==> src/rtl/can_frame_sequencer_if.sv <==
// Sample-point bus between the CAN bit-timing front end and the frame sequencer,
// carrying the sampled bit in and the frame context (stuff gate, field, errors) out.
interface can_frame_sequencer_if;
    logic       sp;
    logic       rx_bit;
    logic       is_stuff;
    logic       size_clr;
    logic [3:0] field;
    logic [9:0] bit_pos;
    logic [3:0] dlc;
    logic       frame_done;
    logic       stuff_err;
    logic       form_err;
    logic       ack_seen;

    modport master (
        output sp, rx_bit,
        input  is_stuff, size_clr, field, bit_pos, dlc, frame_done, stuff_err, form_err, ack_seen
    );

    modport slave (
        input  sp, rx_bit,
        output is_stuff, size_clr, field, bit_pos, dlc, frame_done, stuff_err, form_err, ack_seen
    );
endinterface

==> src/rtl/can_frame_sequencer.sv <==
// CAN receive bit sequencer: destuffing, frame field walk, stuff/form error detection.
// Optional extended-identifier support is enabled by defining CAN_EXT_ID_EN.
module can_frame_sequencer #(
    parameter int ERR_IDLE_BITS = 11
) (
    input  logic                  clk,
    input  logic                  reset_n,
    can_frame_sequencer_if.slave  bus
);
    localparam int ECW = $clog2(ERR_IDLE_BITS + 1);

    typedef enum logic [3:0] {
        F_IDLE    = 4'd0,  F_ID      = 4'd1,  F_RTR_SRR = 4'd2,  F_IDE     = 4'd3,
        F_EXT_ID  = 4'd4,  F_CTRL    = 4'd5,  F_DLC     = 4'd6,  F_DATA    = 4'd7,
        F_CRC     = 4'd8,  F_CRC_DEL = 4'd9,  F_ACK     = 4'd10, F_ACK_DEL = 4'd11,
        F_EOF     = 4'd12, F_IFS     = 4'd13, F_ERR     = 4'd14
    } field_e;

    // Number of DATA bits implied by a DLC/RTR pair; DLC above 8 still means 8 bytes.
    function automatic logic [6:0] data_bits(input logic [3:0] dlc_v, input logic rtr_v);
        logic [3:0] bytes_v;
        bytes_v = (dlc_v > 4'd8) ? 4'd8 : dlc_v;
        return rtr_v ? 7'd0 : {bytes_v, 3'b000};
    endfunction

    field_e         r_field,      w_field;
    logic [6:0]     r_cnt,        w_cnt;
    logic [2:0]     r_run,        w_run;
    logic           r_last,       w_last;
    logic           r_is_stuff,   w_is_stuff;
    logic [9:0]     r_bit_pos,    w_bit_pos;
    logic [3:0]     r_dlc,        w_dlc;
    logic [2:0]     r_dlc_sh,     w_dlc_sh;
    logic           r_rtr,        w_rtr;
    logic           r_ext,        w_ext;
    logic           r_ack_seen,   w_ack_seen;
    logic [ECW-1:0] r_err_cnt,    w_err_cnt;
    logic           r_size_clr,   w_size_clr;
    logic           r_frame_done, w_frame_done;
    logic           r_stuff_err,  w_stuff_err;
    logic           r_form_err,   w_form_err;

    logic           w_fend;
    logic [6:0]     w_cnt_dec;
    logic [6:0]     w_data_len;
    logic           w_sof;
    logic           w_frame_bit;
    logic           w_stuffed;
    logic [2:0]     w_run_inc;

    assign w_fend      = (r_cnt == 7'd1);
    assign w_cnt_dec   = r_cnt - 7'd1;
    assign w_data_len  = data_bits({r_dlc_sh, bus.rx_bit}, r_rtr);
    assign w_sof       = !r_is_stuff && !bus.rx_bit && ((r_field == F_IDLE) || (r_field == F_IFS));
    assign w_frame_bit = (r_field >= F_ID) && (r_field <= F_EOF);
    assign w_stuffed   = (r_field >= F_ID) && (r_field <= F_CRC);
    assign w_run_inc   = (bus.rx_bit == r_last) ? (r_run + 3'd1) : 3'd1;

    // Next-state and output decode, evaluated once per sample point.
    always_comb begin
        w_field      = r_field;
        w_cnt        = r_cnt;
        w_run        = r_run;
        w_last       = r_last;
        w_is_stuff   = r_is_stuff;
        w_bit_pos    = r_bit_pos;
        w_dlc        = r_dlc;
        w_dlc_sh     = r_dlc_sh;
        w_rtr        = r_rtr;
        w_ext        = r_ext;
        w_ack_seen   = r_ack_seen;
        w_err_cnt    = r_err_cnt;
        w_size_clr   = 1'b0;
        w_frame_done = 1'b0;
        w_stuff_err  = 1'b0;
        w_form_err   = 1'b0;

        if (bus.sp && r_is_stuff) begin
            // Stuff bit: must break the run, never counted as a frame bit.
            w_is_stuff = 1'b0;
            if (bus.rx_bit == r_last) begin
                w_stuff_err = 1'b1;
                w_field     = F_ERR;
                w_err_cnt   = {ECW{1'b0}};
            end else begin
                w_run  = 3'd1;
                w_last = bus.rx_bit;
            end
        end else if (bus.sp && w_sof) begin
            w_field    = F_ID;
            w_cnt      = 7'd11;
            w_bit_pos  = 10'd1;
            w_size_clr = 1'b1;
            w_run      = 3'd1;
            w_last     = 1'b0;
            w_ack_seen = 1'b0;
            w_ext      = 1'b0;
            w_is_stuff = 1'b0;
        end else if (bus.sp) begin
            w_bit_pos  = (w_frame_bit && (r_bit_pos != 10'd1023)) ? (r_bit_pos + 10'd1) : r_bit_pos;
            w_run      = w_stuffed ? w_run_inc : r_run;
            w_last     = w_stuffed ? bus.rx_bit : r_last;
            w_is_stuff = w_stuffed && (w_run_inc == 3'd5);
            w_cnt      = w_cnt_dec;
            case (r_field)
                F_IDLE: w_cnt = r_cnt;
                F_ID: begin
                    if (w_fend) begin
                        w_field = F_RTR_SRR;
                        w_cnt   = 7'd1;
                    end else begin
                        w_cnt = w_cnt_dec;
                    end
                end
                F_RTR_SRR: begin
                    // First pass is RTR (base) or SRR (extended); the extended RTR overwrites it.
                    w_rtr = bus.rx_bit;
                    if (r_ext) begin
                        w_field = F_CTRL;
                        w_cnt   = 7'd2;
                    end else begin
                        w_field = F_IDE;
                        w_cnt   = 7'd1;
                    end
                end
                F_IDE: begin
`ifdef CAN_EXT_ID_EN
                    if (bus.rx_bit) begin
                        w_field = F_EXT_ID;
                        w_cnt   = 7'd18;
                        w_ext   = 1'b1;
                    end else begin
                        w_field = F_CTRL;
                        w_cnt   = 7'd1;
                    end
`else
                    if (bus.rx_bit) begin
                        w_form_err = 1'b1;
                        w_field    = F_ERR;
                        w_err_cnt  = {ECW{1'b0}};
                        w_is_stuff = 1'b0;
                    end else begin
                        w_field = F_CTRL;
                        w_cnt   = 7'd1;
                    end
`endif
                end
                F_EXT_ID: begin
                    if (w_fend) begin
                        w_field = F_RTR_SRR;
                        w_cnt   = 7'd1;
                    end else begin
                        w_cnt = w_cnt_dec;
                    end
                end
                F_CTRL: begin
                    if (w_fend) begin
                        w_field = F_DLC;
                        w_cnt   = 7'd4;
                    end else begin
                        w_cnt = w_cnt_dec;
                    end
                end
                F_DLC: begin
                    w_dlc_sh = {r_dlc_sh[1:0], bus.rx_bit};
                    if (w_fend) begin
                        w_dlc = {r_dlc_sh, bus.rx_bit};
                        if (w_data_len == 7'd0) begin
                            w_field = F_CRC;
                            w_cnt   = 7'd15;
                        end else begin
                            w_field = F_DATA;
                            w_cnt   = w_data_len;
                        end
                    end else begin
                        w_cnt = w_cnt_dec;
                    end
                end
                F_DATA: begin
                    if (w_fend) begin
                        w_field = F_CRC;
                        w_cnt   = 7'd15;
                    end else begin
                        w_cnt = w_cnt_dec;
                    end
                end
                F_CRC: begin
                    if (w_fend) begin
                        w_field = F_CRC_DEL;
                        w_cnt   = 7'd1;
                    end else begin
                        w_cnt = w_cnt_dec;
                    end
                end
                F_CRC_DEL: begin
                    if (!bus.rx_bit) begin
                        w_form_err = 1'b1;
                        w_field    = F_ERR;
                        w_err_cnt  = {ECW{1'b0}};
                    end else begin
                        w_field = F_ACK;
                        w_cnt   = 7'd1;
                    end
                end
                F_ACK: begin
                    w_ack_seen = r_ack_seen | ~bus.rx_bit;
                    w_field    = F_ACK_DEL;
                    w_cnt      = 7'd1;
                end
                F_ACK_DEL: begin
                    if (!bus.rx_bit) begin
                        w_form_err = 1'b1;
                        w_field    = F_ERR;
                        w_err_cnt  = {ECW{1'b0}};
                    end else begin
                        w_field = F_EOF;
                        w_cnt   = 7'd7;
                    end
                end
                F_EOF: begin
                    if (!bus.rx_bit) begin
                        w_form_err = 1'b1;
                        w_field    = F_ERR;
                        w_err_cnt  = {ECW{1'b0}};
                    end else if (w_fend) begin
                        w_frame_done = 1'b1;
                        w_field      = F_IFS;
                        w_cnt        = 7'd3;
                    end else begin
                        w_cnt = w_cnt_dec;
                    end
                end
                F_IFS: begin
                    if (w_fend) begin
                        w_field = F_IDLE;
                        w_cnt   = 7'd0;
                    end else begin
                        w_cnt = w_cnt_dec;
                    end
                end
                F_ERR: begin
                    w_cnt = r_cnt;
                    if (!bus.rx_bit) begin
                        w_err_cnt = {ECW{1'b0}};
                    end else if (r_err_cnt == ECW'(ERR_IDLE_BITS - 1)) begin
                        w_err_cnt = {ECW{1'b0}};
                        w_field   = F_IDLE;
                    end else begin
                        w_err_cnt = r_err_cnt + ECW'(1);
                    end
                end
                default: begin
                    w_field = F_ERR;
                    w_cnt   = 7'd0;
                end
            endcase
        end else begin
            w_field = r_field;
        end
    end

    // State and output registers.
    always_ff @(posedge clk or negedge reset_n) begin
        if (!reset_n) begin
            r_field      <= F_IDLE;
            r_cnt        <= 7'd0;
            r_run        <= 3'd0;
            r_last       <= 1'b0;
            r_is_stuff   <= 1'b0;
            r_bit_pos    <= 10'd0;
            r_dlc        <= 4'd0;
            r_dlc_sh     <= 3'd0;
            r_rtr        <= 1'b0;
            r_ext        <= 1'b0;
            r_ack_seen   <= 1'b0;
            r_err_cnt    <= {ECW{1'b0}};
            r_size_clr   <= 1'b0;
            r_frame_done <= 1'b0;
            r_stuff_err  <= 1'b0;
            r_form_err   <= 1'b0;
        end else begin
            r_field      <= w_field;
            r_cnt        <= w_cnt;
            r_run        <= w_run;
            r_last       <= w_last;
            r_is_stuff   <= w_is_stuff;
            r_bit_pos    <= w_bit_pos;
            r_dlc        <= w_dlc;
            r_dlc_sh     <= w_dlc_sh;
            r_rtr        <= w_rtr;
            r_ext        <= w_ext;
            r_ack_seen   <= w_ack_seen;
            r_err_cnt    <= w_err_cnt;
            r_size_clr   <= w_size_clr;
            r_frame_done <= w_frame_done;
            r_stuff_err  <= w_stuff_err;
            r_form_err   <= w_form_err;
        end
    end

    assign bus.is_stuff   = r_is_stuff;
    assign bus.size_clr   = r_size_clr;
    assign bus.field      = r_field;
    assign bus.bit_pos    = r_bit_pos;
    assign bus.dlc        = r_dlc;
    assign bus.frame_done = r_frame_done;
    assign bus.stuff_err  = r_stuff_err;
    assign bus.form_err   = r_form_err;
    assign bus.ack_seen   = r_ack_seen;
endmodule

==> src/flat_wrapper.sv <==
// flat-port wrapper written by rule: the top's interface ports become plain ports
module can_frame_sequencer_flat 
#(
    parameter int ERR_IDLE_BITS = 11
)
  (clk, reset_n, bus_sp, bus_rx_bit, bus_is_stuff, bus_size_clr, bus_field, bus_bit_pos, bus_dlc, bus_frame_done, bus_stuff_err, bus_form_err, bus_ack_seen);
  can_frame_sequencer_if bus_i ();
  input  logic clk;
  input  logic reset_n;
  input wire logic [$bits(bus_i.sp)-1:0] bus_sp;
  input wire logic [$bits(bus_i.rx_bit)-1:0] bus_rx_bit;
  output wire logic [$bits(bus_i.is_stuff)-1:0] bus_is_stuff;
  output wire logic [$bits(bus_i.size_clr)-1:0] bus_size_clr;
  output wire logic [$bits(bus_i.field)-1:0] bus_field;
  output wire logic [$bits(bus_i.bit_pos)-1:0] bus_bit_pos;
  output wire logic [$bits(bus_i.dlc)-1:0] bus_dlc;
  output wire logic [$bits(bus_i.frame_done)-1:0] bus_frame_done;
  output wire logic [$bits(bus_i.stuff_err)-1:0] bus_stuff_err;
  output wire logic [$bits(bus_i.form_err)-1:0] bus_form_err;
  output wire logic [$bits(bus_i.ack_seen)-1:0] bus_ack_seen;
  assign bus_i.sp = bus_sp;
  assign bus_i.rx_bit = bus_rx_bit;
  assign bus_is_stuff = bus_i.is_stuff;
  assign bus_size_clr = bus_i.size_clr;
  assign bus_field = bus_i.field;
  assign bus_bit_pos = bus_i.bit_pos;
  assign bus_dlc = bus_i.dlc;
  assign bus_frame_done = bus_i.frame_done;
  assign bus_stuff_err = bus_i.stuff_err;
  assign bus_form_err = bus_i.form_err;
  assign bus_ack_seen = bus_i.ack_seen;
  can_frame_sequencer #(.ERR_IDLE_BITS(ERR_IDLE_BITS)) u_core (.clk(clk), .reset_n(reset_n), .bus(bus_i));
endmodule
==> config.mk <==
export PLATFORM = sky130hd
export DESIGN_NAME = can_frame_sequencer_flat
export DESIGN_NICKNAME = d
export VERILOG_FILES = /design/src/rtl/can_frame_sequencer_if.sv /design/src/rtl/can_frame_sequencer.sv /design/src/flat_wrapper.sv
export SDC_FILE = /design/constraint.sdc
export NUM_CORES = 1
export LEC_CHECK = 0
export ABC_AREA = 1
export CORE_MARGIN = 2
export CORE_UTILIZATION = 35
export DETAILED_ROUTE_END_ITERATION = 10
export SLEW_MARGIN = 10
export SYNTH_ARGS = -nofsm -noshare
export SYNTH_HDL_FRONTEND = slang
export SYNTH_SLANG_ARGS = --single-unit
==> constraint.sdc <==
create_clock -name clk -period 2.4 [get_ports clk]
set_input_delay 0.6 -clock clk [delete_from_list [all_inputs] [get_ports clk]]
set_output_delay 0.6 -clock clk [all_outputs]
set_load 0.01 [all_outputs]
==> impl_metrics.ini, run 1 <==
[status]
result_of_the_run = finished, final reports clean

[floorplan]
core_region_area_um2 = 8217
boundaryPins = 28
core.rowCount = 33
overall_die_width_um = 96.18
die_height_um = 96.18
die_area_um2 = 9251
floorplan.initialDensity_pct = 36.20

[worst_setup_path]
worst_path_fanout_max = 9
worstSetupEndpointType = output port
maximum_cell_stage_delay_along_the_critical_path_ns = 0.64
cells_along_the_critical_path = clkdlybuf4s50_1
critical_path.n_buffers_inverters = 1
crit_path_start_kind = register
timing.critical_path.required_ns = 1.80
setup.worst_path.class = register to output port
largest_delay_share_family_worst_path = flip-flops
worstPathArrival_ns = 1.56
critical_path.slowest_cell = sky130_fd_sc_hd__dfrtp_1

[synth]
ys_warn_count = 0
synth_top_area_share_pct = 36.18
yosys_register_bits = 43
netlist.top_cell.by_area = sky130_fd_sc_hd__dfrtp_1
synthMostInstantiatedCell = sky130_fd_sc_hd__nand2_1
synthCells = 426
synth.lib_cells_used.distinct = 32
post_synth.cell_area_avg_um2 = 6.981
synth.top_cells.by_area = sky130_fd_sc_hd__dfrtp_1 36%, sky130_fd_sc_hd__nand2_1 18%, sky130_fd_sc_hd__nor2_1 5.8%
ys_async_sr_fraction_pct = 100.0
netlist_top_cells_count = 140 x sky130_fd_sc_hd__nand2_1, 46 x sky130_fd_sc_hd__nor2_1, 43 x sky130_fd_sc_hd__dfrtp_1, 41 x sky130_fd_sc_hd__inv_1, 29 x sky130_fd_sc_hd__nand3_1
yosysSeqAreaShare_pct = 36.18
mappedNetlistArea_um2 = 2974
synthesis.nets = 436
most_instantiated_flip_flop_cell_in_the_synthesis_netlist = sky130_fd_sc_hd__dfrtp_1
post_synth_edffs = 0

[grt]
first_global_vias = 2767
grt_pass1_wl_um = 13190
grt_max_degree = 24
met1_track_utilization_from_global_routing_pct = 25.27
met3_demand_to_capacity_share_in_global_routing_pct = 3.367
grtUsageMet2_pct = 29.22
grt_antenna_before_repair = 0
globalRoute.totalOverflow = 0
globalRouteTotalUtil_pct = 18.26
global_route.peak_usage_layer = met2

[layout]
drive_gt1_share_pct = 12.98
num_antenna_cells = 0
net_count_of_the_finished_layout = 479
finalCoreUtilization_pct = 43.28
synthToLayoutAreaGrowth_pct = 19.56

[clock_network]
cts_tree = done
cts-buffers-inserted = 5
htree_num_levels = 2
post_cts_hold_buffer_count = 0
post_cts.repair.setup_buffers = 0
clock_path_buffers = 2
clk_pin_slew_ns = 0.08
clock_sink_count = 43
ctsRootBufferMaster = sky130_fd_sc_hd__clkbuf_8
insertion_delay_ns = 0.29
cts_resized = 0

[power_and_ir_drop]
power.combinational.fraction_pct = 57.0
vdd_drop_max_mv = 0.5265
power_switching_w = 0.002007
internal-power_w = 0.002194
p_sw_share_pct = 47.77
power.density_cell_area_nw_per_um2 = 1181
leakage_nw = 1.830
power_frac_seq_pct = 29.4
p_clk_share_pct = 13.5
power_w = 0.004201

[timing]
period_needed_ns = 2.164
hold_violations = 0
setup-tns-final_ns = 0
max_freq_mhz = 462.0
max_slew.worst_pin.slew_ns = 0.5855
rsz_0062_raised_after_global_routing = false
timing_max_transition_violations_final = 0
fin_worst_hold_slack_ns = 0.3004
final_critical_path_setup_slack_ns = 0.2356
min_period_over_period_pct = 90.19
finalClockSkew_ns = 0.001716
slew-limit-headroom_pct = 60.97
setup_viol = 0

[routing]
firstDrtPassIters = 4
drtIter0Drc = 132
ant_nets = 0
vias_per_cell = 4.833
avgRoutedWirePerCell_um = 13.37
drc = 0
vias = 2779
drt-total-wl_um = 7689

[worst_hold_path]
timing.hold.worst.class = primary input to asynchronous set/reset pin

[place]
pre_cts_ws_ns = 0.05002
port_buffers = 27
globalplace.congestion = 0.9055
hpwlAfterDp_um = 6001

[job]
max_capacitance_violation_total = 0
==> per-stage QoR <==
step,cells,area (um2)
after floorplan,426,2974
after global placement,567,3443
after detailed placement,567,3443
after CTS,575,3556
after global routing,575,3556
final,575,3556
==> cell families (layout without fill, tap and decap cells) <==
| group | Yosys count | count (layout) | synth area share (%) |
|---|---|---|---|
| AOI/OAI and AO/OA | 48 | 48 | 9.634 |
| xor gates and xnor gates | 15 | 15 | 4.417 |
| adders and majority gates | 6 | 6 | 2.524 |
| buffers and inverters | 54 | 98 | 7.825 |
| DFF | 43 | 43 | 36.18 |
| and+or+nand+nor | 260 | 260 | 39.42 |
==> path summary, 6_finish.rpt <==
check                                           startpoint                                 to  slack (ns)  cells after the start
max                        u_core.bus.field[1]$_DFFE_PN0P_                       bus_field[1]        0.24                      1
min                                                reset_n        u_core.r_cnt[2]$_DFFE_PN0P_        0.30                      1
max reg2reg                u_core.bus.field[1]$_DFFE_PN0P_    u_core.r_err_cnt[3]$_DFFE_PN0P_        0.33                      7
min reg2reg                    u_core.r_cnt[6]$_DFFE_PN0P_        u_core.r_cnt[6]$_DFFE_PN0P_        0.49                      2
max in group asynchronous                          reset_n  u_core.bus.bit_pos[3]$_DFFE_PN0P_        1.51                      2
min in group clk               u_core.r_cnt[6]$_DFFE_PN0P_        u_core.r_cnt[6]$_DFFE_PN0P_        0.49                      2
==> layer usage <==
metal | part of all wire, % | vias up
met1 | 48 | 1276
met2 | 47 | 49
li1 | - | 1445
met4 | 0.99 | 0
met5 | 0 | -
met3 | 4.0 | 9
==> power groups by stage <==
| stage | combinational [W] | sequential [W] | clock [W] |
|---|---|---|---|
| floorplan | 0.00167 | 0.00122 | 0 |
| global placement | 0.00238 | 0.00124 | 0 |
| detailed placement | 0.00239 | 0.00125 | 0 |
| CTS | 0.00240 | 0.00124 | 0.000595 |
| global route | 0.00274 | 0.00127 | 0.000622 |
| finish | 0.00240 | 0.00124 | 0.000569 |
==> final cells by class <==
type                       instances  area [um2]
clock inverter                     3       43.79
multi-input combinational        329        1665
fill                             855        4661
tap                              105       131.4
sequential                        43        1076
clock buffer                       5       68.82
timing repair buffer              42       390.4
inverter                          48       180.2
==> worst reg2reg max path, stage by stage (launching register included) <==
cell,delay (ns)
sky130_fd_sc_hd__dfrtp_1,0.64
sky130_fd_sc_hd__nand2_1,0.24
sky130_fd_sc_hd__nor2_1,0.39
sky130_fd_sc_hd__nor4_1,0.11
sky130_fd_sc_hd__nor2_1,0.28
sky130_fd_sc_hd__nand2_1,0.17
sky130_fd_sc_hd__nand2_1,0.09
sky130_fd_sc_hd__nand2_1,0.05
==> flip-flops by register name, summed over array words and instances, names as in the netlist, 3 cells and up <==
| register | count |
|---|---|
| u_core.r_cnt | 7 |
| u_core.bus.bit_pos | 10 |
| u_core.bus.field | 4 |
| u_core.r_dlc_sh | 3 |
| u_core.r_run | 3 |
| u_core.bus.dlc | 4 |
| u_core.r_err_cnt | 4 |
==> layout by cell type, fill, tap and decap left out, drive strengths merged <==
master           n
clkinv           2
dfrtp           43
buf             16
nor4             2
ha               6
o21a             1
o21ai           33
nand4            4
and3             1
a21oi           10
nand2          146
nor3            14
nand3           37
nand3b           2
xor2            13
nor3b            1
clkdlybuf4s50   26
xnor2            2
clkbuf           5
nor2            53
o21bai           3
inv             48
o31ai            1
bufinv           1
(Power assumes the default switching activity.)
==> run 2, diff against run 1 <==
--- a/config.mk
+++ b/config.mk
@@ -8,4 +8,6 @@
 export ABC_AREA = 1
+export CORE_ASPECT_RATIO = 1.75
 export CORE_MARGIN = 2
 export CORE_UTILIZATION = 35
+export CTS_BUF_LIST = sky130_fd_sc_hd__clkbuf_8
 export DETAILED_ROUTE_END_ITERATION = 10
==> constraint.sdc (replaced) <==
create_clock -name clk -period 2.4 [get_ports clk]
set_input_delay 0.36 -clock clk [delete_from_list [all_inputs] [get_ports clk]]
set_output_delay 0.36 -clock clk [all_outputs]
set_load 0.01 [all_outputs]
==> impl_metrics.ini, run 2 (same netlist as run 1, synthesis figures left out) <==
[status]
result_of_the_run = finished, final reports clean

[worst_setup_path]
maximum_cell_stage_delay_along_the_critical_path_ns = 0.54
worstSetupEndpointType = register
critical_path.slowest_cell = sky130_fd_sc_hd__dfrtp_1
worst_path_fanout_max = 14
setup.worst_path.class = register to register
cells_along_the_critical_path = nor2_4 > nand2_2 > a21oi_4 > inv_2 > nand2_4 > nand3_2 > nand2_1 > nand2_1 > nor2_1
regToRegSetupSlack_ns = 0.37
crit_path_start_kind = register
worstPathArrival_ns = 2.29
critical_path.most_common_cell = sky130_fd_sc_hd__nand2_1
timing.critical_path.required_ns = 2.66

[timing]
setup_viol = 0
max_slew.worst_pin.slew_ns = 0.4459
timing_max_transition_violations_final = 0
rsz_0062_raised_after_global_routing = false
min_period_over_period_pct = 84.60
hold_violations = 0
setup-tns-final_ns = 0
period_needed_ns = 2.030
max_freq_mhz = 492.5
slew-limit-headroom_pct = 70.21
finalClockSkew_ns = 0.007708

[routing]
vias = 2845
firstDrtPassIters = 4
ant_nets = 0
drtIter0Drc = 159
avgRoutedWirePerCell_um = 14.93
drc = 0
drt-total-wl_um = 8299
vias_per_cell = 5.117

[place]
placement.cell_area_um2 = 3362
globalplace.congestion = 0.9921
hpwlAfterDp_um = 6643
port_buffers = 27

[layout]
layout_commonest_cell = sky130_fd_sc_hd__nand2_1
synthToLayoutAreaGrowth_pct = 17.25
drive_gt1_share_pct = 11.85
max_reg_flops = 10
num_antenna_cells = 0
final_cell_mix = 140 x sky130_fd_sc_hd__nand2_1, 45 x sky130_fd_sc_hd__nor2_1, 43 x sky130_fd_sc_hd__dfrtp_1
final_area_um2 = 3487
net_count_of_the_finished_layout = 473

[power_and_ir_drop]
vdd_drop_max_mv = 0.4352
power_w = 0.004238
leakage_nw = 1.795
power.density_cell_area_nw_per_um2 = 1215

[grt]
first_global_vias = 2891
grt_antenna_before_repair = 0
grt_pass1_wl_um = 13610
globalRouteTotalUtil_pct = 19.04
grt_max_degree = 28
globalRoute.totalOverflow = 0

[floorplan]
boundaryPins = 28
die_area_um2 = 9280
overall_die_width_um = 73.68
core.rowCount = 44
floorplan.initialDensity_pct = 36.02
core_region_area_um2 = 8258
die_height_um = 125.9

[clock_network]
cts_tree = done
clock_sink_count = 43
insertion_delay_ns = 0.31
clk_pin_slew_ns = 0.09
cts-buffers-inserted = 5
ctsRootBufferMaster = sky130_fd_sc_hd__clkbuf_8
post_cts.repair.setup_buffers = 0
htree_num_levels = 2
clock_path_buffers = 2

[job]
max_capacitance_violation_total = 0

[worst_hold_path]
timing.hold.worst.class = primary input to asynchronous set/reset pin
[run 2: cell count changes in the layout (fill, tap and decap cells not counted)]
cell and change:
sky130_fd_sc_hd__buf_4 -6, sky130_fd_sc_hd__buf_12 -1, sky130_fd_sc_hd__nor2_1 -1, sky130_fd_sc_hd__dlygate4sd3_1 +1
sky130_fd_sc_hd__nor2_2 +1
[run 2: what timing repair did]
action	CTS	global route
endpoints found under the hold margin	16	0
setup endpoints to repair	0	1
hold buffers	1	0
gates resized for setup	0	1
[run 2: layout make-up]
class,instances,area [um2]
fill,894,4771
multi-input combinational,329,1668
sequential,43,1076
timing repair buffer,36,335.3
inverter,48,180.2
tap,92,115.1
clock buffer,5,68.82
clock inverter,3,43.79
[run 2: path summary, 6_finish.rpt]
path                                                endpoint  cells after the start                             from
max                        u_core.bus.bit_pos[7]$_DFFE_PN0P_                      9  u_core.bus.field[1]$_DFFE_PN0P_
min                        u_core.bus.bit_pos[5]$_DFFE_PN0P_                      2                          reset_n
max reg2reg                u_core.bus.bit_pos[7]$_DFFE_PN0P_                      9  u_core.bus.field[1]$_DFFE_PN0P_
min reg2reg                    u_core.bus.dlc[1]$_DFFE_PN0P_                      2    u_core.bus.dlc[1]$_DFFE_PN0P_
max in group asynchronous        u_core.r_cnt[1]$_DFFE_PN0P_                      3                          reset_n
min in group clk               u_core.bus.dlc[1]$_DFFE_PN0P_                      2    u_core.bus.dlc[1]$_DFFE_PN0P_
[run 2: critical path: cells and delay by family (launching register included)]
family	cells	cell delay [ns]
compound gates	1	0.29
buf+inv	1	0.17
simple gates	7	0.97
flops	1	0.54
[run 2: metal layers]
layer	up-vias	global-route usage (%)	share of wire (%)
met5	-	0	0
met4	0	10.70	4.5
met3	24	3.040	3.3
met2	71	35.08	56
met1	1321	19.31	36
li1	1429	-	-
[run 2: report_power, final]
group / switching, W / internal [W] / total [W]
logic: 0.00153 / 0.000888 / 0.00242
registers: 0.000283 / 0.000955 / 0.00124
clock network: 0.000271 / 0.000310 / 0.000581
total: 0.00209 / 0.00215 / 0.00424
[run 2: stage by stage]
stage               cells  setup slack [ns]  util [%]  hold WS [ns]
floorplan             426            0.7513         -       0.06441
global placement      547            0.1931     40.71        0.2971
detailed placement    547            0.1501     40.71        0.3010
CTS                   556            0.2460     42.20        0.5035
global route          556            0.1344     42.23        0.5161
finish                556            0.3695     42.23        0.4930
==> run 3, diff against run 2 <==
- clock period: 2.4 -> 2.02 ns (I/O delays scaled with it)
==> impl_metrics.ini, run 3 (same netlist as run 1, synthesis figures left out) <==
[timing]
max_freq_mhz = 543.1
hold_violations = 0
timing_max_transition_violations_final = 0
period_needed_ns = 1.841
max_slew.worst_pin.slew_ns = 0.5679
final_critical_path_setup_slack_ns = 0.1786
slew-limit-headroom_pct = 62.14
min_period_over_period_pct = 91.16
setup_viol = 0
finalClockSkew_ns = 0.01147

[worst_hold_path]
timing.hold.worst.class = primary input to asynchronous set/reset pin

[clock_network]
cts_tree = done
post_cts.repair.setup_buffers = 0
htree_num_levels = 2
clock_sink_count = 43
cts-buffers-inserted = 5
cts_resized = 0
clock_path_buffers = 2
post_cts_hold_buffer_count = 0
ctsRootBufferMaster = sky130_fd_sc_hd__clkbuf_8
insertion_delay_ns = 0.31
clk_pin_slew_ns = 0.09

[routing]
avgRoutedWirePerCell_um = 14.56
vias = 2950
drc = 0
vias_per_cell = 5.095
drtIter0Drc = 136
firstDrtPassIters = 7
drt-total-wl_um = 8431
ant_nets = 0

[worst_setup_path]
worstPathArrival_ns = 2.04
timing.critical_path.required_ns = 2.22
setup.worst_path.class = register to register
worst_path_fanout_max = 8
worstSetupEndpointType = register
crit_path_start_kind = register

[job]
max_capacitance_violation_total = 0

[layout]
final_area_um2 = 3696
net_count_of_the_finished_layout = 496
num_antenna_cells = 0
synthToLayoutAreaGrowth_pct = 24.27
max_reg_flops = 10
final_cell_mix = 140 x sky130_fd_sc_hd__nand2_1, 43 x sky130_fd_sc_hd__nor2_1, 41 x sky130_fd_sc_hd__inv_1
fill_cell_count = 863
drive_gt1_share_pct = 17.45
layout_commonest_cell = sky130_fd_sc_hd__nand2_1
finalCoreUtilization_pct = 44.76
final-instance-count-excl-fill = 579

[floorplan]
core_region_area_um2 = 8258
boundaryPins = 28
die_height_um = 125.9
die_area_um2 = 9280
core.rowCount = 44
overall_die_width_um = 73.68
floorplan.initialDensity_pct = 36.02

[grt]
globalRoute.totalOverflow = 0
grt_pass1_wl_um = 14200
grt_antenna_before_repair = 0
first_global_vias = 3011
globalRouteTotalUtil_pct = 19.97
grt_max_degree = 44

[place]
placement.cell_area_um2 = 3555
port_buffers = 27
globalplace.congestion = 0.9461
placed_cells_incl_taps = 571
pre_cts_ws_ns = 0.009708
hpwlAfterDp_um = 6840

[power_and_ir_drop]
vdd_drop_max_mv = 0.5707
leakage_nw = 1.909
power.density_cell_area_nw_per_um2 = 1423
power_w = 0.005259

[status]
result_of_the_run = finished, final reports clean
==> run 3: cell types whose count changed in the layout (fill, tap and decap cells not counted), sizes merged <==
| cell | delta |
|---|---|
| buf | +24 |
| dlygate4sd3 | -1 |
==> run 3: where the power goes <==
group / internal [W] / leakage, nW / switching, W
registers: 0.00114 / 0.562 / 0.000304
logic: 0.00125 / 1.29 / 0.00188
clock network: 0.000368 / 0.0581 / 0.000323
total: 0.00276 / 1.91 / 0.00250
==> run 3: path summary, 6_finish.rpt <==
kind,cells after the start,slack [ns],endpoint,startpoint
max,10,0.18,u_core.bus.field[1]$_DFFE_PN0P_,u_core.bus.field[2]$_DFFE_PN0P_
min,2,0.05,u_core.bus.bit_pos[5]$_DFFE_PN0P_,reset_n
max reg2reg,10,0.18,u_core.bus.field[1]$_DFFE_PN0P_,u_core.bus.field[2]$_DFFE_PN0P_
min reg2reg,2,0.50,u_core.bus.dlc[0]$_DFFE_PN0P_,u_core.bus.dlc[0]$_DFFE_PN0P_
max in group asynchronous,2,1.53,u_core.bus.field[2]$_DFFE_PN0P_,reset_n
min in group clk,2,0.50,u_core.bus.dlc[0]$_DFFE_PN0P_,u_core.bus.dlc[0]$_DFFE_PN0P_
==> run 3: area by class of cell <==
type | instances | area, um2 | share of cell area, %
Multi-Input combinational cell | 329 | 1690 | 45.73
Sequential cell | 43 | 1080 | 29.21
Timing Repair Buffer | 59 | 518.0 | 14.01
Inverter | 48 | 180.2 | 4.875
Tap cell | 92 | 115.1 | 3.114
Clock buffer | 5 | 68.82 | 1.862
Clock inverter | 3 | 43.79 | 1.185
==> run 3: critical path, cell delays in order (launching register included) <==
cell,delay (ns)
sky130_fd_sc_hd__dfrtp_2,0.50
sky130_fd_sc_hd__inv_1,0.18
sky130_fd_sc_hd__nor2_1,0.08
sky130_fd_sc_hd__nand2_1,0.09
sky130_fd_sc_hd__nand3_1,0.18
sky130_fd_sc_hd__o21ai_2,0.23
sky130_fd_sc_hd__nand2_1,0.10
sky130_fd_sc_hd__nand2_1,0.10
sky130_fd_sc_hd__nand2_1,0.11
sky130_fd_sc_hd__nand2_1,0.09
sky130_fd_sc_hd__nand2_1,0.06
==> run 3: metrics by stage <==
step | hold WS, ns | TNS, ns
CTS | 0.07484 | 0
floorplan | 0.007409 | 0
global placement | 0.4200 | 0
detailed placement | 0.4242 | 0
finish | 0.04952 | 0
global route | 0.1020 | -0.01732
==> run 3: per-layer routing <==
metal / track usage, % / up-vias / share of wire (%)
met3: 2.800 / 40 / 2.9
met5: 0 / - / 0
met1: 19.76 / 1346 / 34
met2: 36.45 / 79 / 56
met4: 13.48 / 0 / 6.8
li1: - / 1485 / -
